### src/rtl/bit_scan_ctrl.sv
// Purpose: scans a captured 16-bit word for the first bit equal to a polarity,
//          starting at a given index and stepping upward (optionally wrapping).
// Latency: match at offset k from the start index -> Done k+1 edges after Start accept;
//          exhaustive no-match -> 16 edges (or fewer when wrap is disabled).
// Backpressure: none; Start is only sampled in IDLE, Abort cancels an active scan.
//
// Ports:
//   Clock, Resetn        : clock, asynchronous active-low reset
//   Start, Abort         : request pulse (IDLE only), synchronous cancel (SCAN only)
//   A, SI, P             : operand word, start index, match polarity (captured on Start)
//   BS                   : registered bit-select index driven to the bit-test datapath
//   Busy, Done           : state decodes (SCAN, one-cycle DONE)
//   Found, Index, Tested : result of the last scan, held until the next accepted Start
module bit_scan_ctrl #(
  parameter bit WRAP_EN = 1'b1
) (
  input  logic        Clock,
  input  logic        Resetn,
  input  logic        Start,
  input  logic        Abort,
  input  logic [15:0] A,
  input  logic [3:0]  SI,
  input  logic        P,
  output logic [3:0]  BS,
  output logic        Busy,
  output logic        Done,
  output logic        Found,
  output logic [3:0]  Index,
  output logic [4:0]  Tested
);

  typedef enum logic [1:0] {
    ST_IDLE = 2'd0,
    ST_SCAN = 2'd1,
    ST_DONE = 2'd2
  } state_t;

  state_t      state_q;
  logic [15:0] a_q;
  logic [3:0]  si_q;
  logic        p_q;
  logic [3:0]  bs_q;
  logic        found_q;
  logic [3:0]  index_q;
  logic [4:0]  tested_q;

  logic        bit_hit;
  logic [4:0]  tested_d;
  logic        scan_end;

  // Bit under test comes from the captured word, so input changes mid-scan are invisible.
  assign bit_hit  = (a_q[bs_q] == p_q);
  assign tested_d = tested_q + 5'd1;
  // Stop on the 16th evaluation, or at the top bit when wrapping is disabled.
  assign scan_end = (tested_d == 5'd16) || (!WRAP_EN && (bs_q == 4'd15));

  always_ff @(posedge Clock or negedge Resetn) begin
    if (!Resetn) begin
      state_q  <= ST_IDLE;
      a_q      <= '0;
      si_q     <= '0;
      p_q      <= 1'b0;
      bs_q     <= '0;
      found_q  <= 1'b0;
      index_q  <= '0;
      tested_q <= '0;
    end else begin
      case (state_q)
        ST_IDLE: begin
          if (Start) begin
            a_q      <= A;
            si_q     <= SI;
            p_q      <= P;
            bs_q     <= SI;
            tested_q <= '0;
            found_q  <= 1'b0;
            state_q  <= ST_SCAN;
          end
        end
        ST_SCAN: begin
          // Abort takes priority over a match evaluated on the same edge.
          if (Abort) begin
            found_q <= 1'b0;
            state_q <= ST_IDLE;
          end else begin
            tested_q <= tested_d;
            if (bit_hit) begin
              found_q <= 1'b1;
              index_q <= bs_q;
              state_q <= ST_DONE;
            end else if (scan_end) begin
              found_q <= 1'b0;
              index_q <= si_q;
              state_q <= ST_DONE;
            end else begin
              bs_q <= bs_q + 4'd1;
            end
          end
        end
        ST_DONE: begin
          state_q <= ST_IDLE;
        end
        default: begin
          state_q <= ST_IDLE;
        end
      endcase
    end
  end

  assign Busy   = (state_q == ST_SCAN);
  assign Done   = (state_q == ST_DONE);
  assign BS     = bs_q;
  assign Found  = found_q;
  assign Index  = index_q;
  assign Tested = tested_q;

endmodule

### config.mk
export PLATFORM = sky130hd
export DESIGN_NAME = bit_scan_ctrl
export DESIGN_NICKNAME = d
export VERILOG_FILES = /design/src/rtl/bit_scan_ctrl.sv
export SDC_FILE = /design/constraint.sdc
export NUM_CORES = 1
export LEC_CHECK = 0
export ABC_AREA = 1
export CORE_MARGIN = 1
export CORE_UTILIZATION = 41
export DETAILED_ROUTE_END_ITERATION = 10
export PLACE_DENSITY = 0.69
export SYNTH_ARGS = -nofsm -noshare
export SYNTH_HDL_FRONTEND = slang
export SYNTH_SLANG_ARGS = --single-unit
### constraint.sdc
create_clock -name Clock -period 2 [get_ports Clock]
set_input_delay 0.2 -clock Clock [delete_from_list [all_inputs] [get_ports Clock]]
set_output_delay 0.2 -clock Clock [all_outputs]
set_load 0.05 [all_outputs]
==> qor.yml <==
power_and_ir_drop:
  p_total_mw: 3.96
  p_clk_share_pct: 12.4
  p_sw_mw: 1.87
  combinationalPowerShare_pct: 54.7
  p_seq_share_pct: 32.9
  ir_drop_v: 0.000710
  p_int_mw: 2.09
  cellPowerDensity_nw_per_um2: 1620
  p_leak_nw: 1.19
  swShare_pct: 47.3
critical_path:
  crit_cells: 1
  crit_chain: "clkdlybuf4s50_1"
  crit_slowest_cell: "clkdlybuf4s50_1"
  startpoint: "BS[1]$_DFFE_PN0P_"
  critical_path_buf_inv_count: 1
  cpLargestDelayFamily: "buffers and inverters"
  cp-start-kind: "register"
  worstSetupPathType: "register to output port"
  max_stage_delay_ns: 0.87
  cp_max_fo: 10
  reg2reg_to: "Index[2]$_DFFE_PN0P_"
  regToRegSetupSlack_ns: 0.28
  cp.required_ns: 1.80
  rr_startpoint: "BS[0]$_DFFE_PN0P_"
  cp-endpoint: "BS[1]"
  worstSetupEndpointType: "output port"
  rr_worst_depth: 13
  crit_arrival_ns: 1.71
synthesis:
  synthesis.instances: 231
  ys_types: 27
  yosysWarnings: 0
  synth_fp_nets: 258
  synth-seq-cells: 37
  syn_area_per_cell_sq_um: 8.24
  yosysSeqAreaShare_pct: 48.6
  syn-cell-area_sq_um: 1900
  yosys-top-cells-area: "dfrtp_1, nand2_1, nand3_1"
  synth_top_cell_area_share_pct: 48.6
  post-synth-top-area-cell: "dfrtp_1"
clock_network:
  worst_skew_pair.late_latency_ns: 0.29
  cts_root_buffer: "clkbuf_8"
  clkSlewWorstSetupHoldPaths_ns: 0.07
  post-cts-setup-buffers: 0
  cts_max_level: 2
  clockBufferDepth: 2
  cts_tree: "done"
  cts.sinks: 37
  cts-buffers-inserted: 5
grt:
  grt-ovfl-total: 0
  use_met1_pct: 24.3
  top_usage_layer: "met2"
  grt_pass1_vias: 1487
  grt_max_degree: 49
  grt_pass1_wl_um: 6910
  met2_usage_pct: 28.1
  track_usage_pct: 17.9
  antenna_found_initial: 0
  use_met3_pct: 3.90
run_status:
  status: "finished, final reports clean"
layout:
  n_fill_cell: 431
  final_area_sq_um: 2440
  drive_gt1_share_pct: 10.5
  nets: 301
  register_area_sq_um: 927
  layout_commonest_cell: "nand2_1"
  multiInputGateArea_sq_um: 820
  layout_common_cells: "nand2_1, clkdlybuf4s50_1, dfrtp_1"
  num_antenna_cells: 0
  syn_to_final_growth_pct: 28.4
die:
  core_area_sq_um: 4410
  start_util_pct: 43.1
  rows: 24
  die_h_um: 70.2
  ioPinCount: 41
  dieArea_sq_um: 4920
  fp.dieW_um: 70.2
routing:
  drt-total-wl_um: 3750
  drc: 0
  postRouteAntennaNets: 0
  firstDrtPassIters: 4
  wl_per_cell_um: 11.5
  first_iter_violations: 98
  via_per_inst: 4.77
  via_count: 1560
sta:
  worst_slew_pin_slew_ns: 0.489
  drv_slew: 0
  post-route-period-util_pct: 95.3
  fmax_mhz: 525
  slew_headroom_pct: 67.3
  min_period_ns: 1.91
  hold_viol: 0
  rsz0062_at_grt: "false"
  clock_skew_ns: 0.00669
  setup_violations: 0
  finalSetupTns_ns: 0
place:
  gp_congestion: 0.760
  placed_cell_area_sq_um: 2360
  place_hpwl_um: 2740
  numPortBuffers: 40
run:
  drv_cap: 0
min_path:
  min_path_type: "input port to asynchronous set/reset pin"
[metrics by stage]
| step | setup WS [ns] | instances | util (%) | hold slack [ns] |
|---|---|---|---|---|
| global route | 0.0240 | 327 | 55.4 | 0.385 |
| floorplan | 0.0867 | 231 | - | -0.0956 |
| finish | 0.0944 | 327 | 55.4 | 0.322 |
| detailed placement | 0.229 | 319 | 53.5 | 0.465 |
| CTS | 0.0813 | 327 | 55.4 | 0.343 |
| global placement | 0.277 | 319 | 53.5 | 0.461 |
[cell type report]
type,count,area share (%)
inverters,30,4.71
flip-flops and latches,37,37.9
well taps,52,2.66
repair buffers,44,17.9
clock buffers,8,3.28
multi-input cells,156,33.5
[state kept, by name (all words and copies together), names as in the netlist]
register / cells
a_q: 16
Tested: 5
BS: 4
Index: 4
si_q: 4
state_q: 2
Found: 1
p_q: 1
[synth_stat cells, drive strengths merged]
library cell and instances:
a21oi 16, inv 30, nand2 62, buf 6
nor2 20, o22ai 1, nand4 4, o21ai 12
xor2 2, ha 2, clkbuf 2, a22oi 1
nand3 31, mux2 3, o21a 1, dfrtp 37
xnor2 1
[how the worst min path moves through the flow]
stage               cells after the start         startpoint                     to  slack [ns]
finish                                  2             Resetn  Tested[4]$_DFFE_PN0P_        0.32
global route                            2             Resetn  Tested[2]$_DFFE_PN0P_        0.38
CTS                                     2             Resetn  Tested[2]$_DFFE_PN0P_        0.34
detailed placement                      2  Found$_DFFE_PN0P_      Found$_DFFE_PN0P_        0.47
global placement                        2  Found$_DFFE_PN0P_      Found$_DFFE_PN0P_        0.46
floorplan                               0             Resetn      BS[0]$_DFFE_PN0P_        -0.1
[metal layers]
metal / part of all wire [%] / vias up
met5: 0 / -
met4: 1.1 / 0
met3: 3.8 / 5
met2: 48 / 35
met1: 47 / 696
li1: - / 824
[power groups by stage]
stage / Sequential, mW / Combinational, mW / Clock [mW]
3_3_place_gp: 1.31 / 2.15 / 0
6_report: 1.30 / 2.16 / 0.492
4_1_cts: 1.30 / 2.18 / 0.507
3_5_place_dp: 1.31 / 2.17 / 0
2_1_floorplan: 1.56 / 1.36 / 0
5_1_grt: 1.35 / 2.43 / 0.542
[cell families after synthesis]
family | share of synthesized area (%)
multiplexers | 1.77
XOR/XNOR | 1.38
AND/OR/NAND/NOR | 30.1
buffers and inverters | 8.34
adder cells (fa/ha/maj) | 1.31
flip-flops | 48.6
AO/OA/AOI/OAI | 8.48
[timing repair]
| action | 4_1_cts | 5_1_grt |
|---|---|---|
| gates resized for setup | 0 | 1 |
| endpoints found under the hold margin | 0 | 0 |
| hold buffers | 0 | 0 |
| endpoints found under the setup margin | 0 | 4 |
No activity file was read; power rests on OpenSTA's default activity.
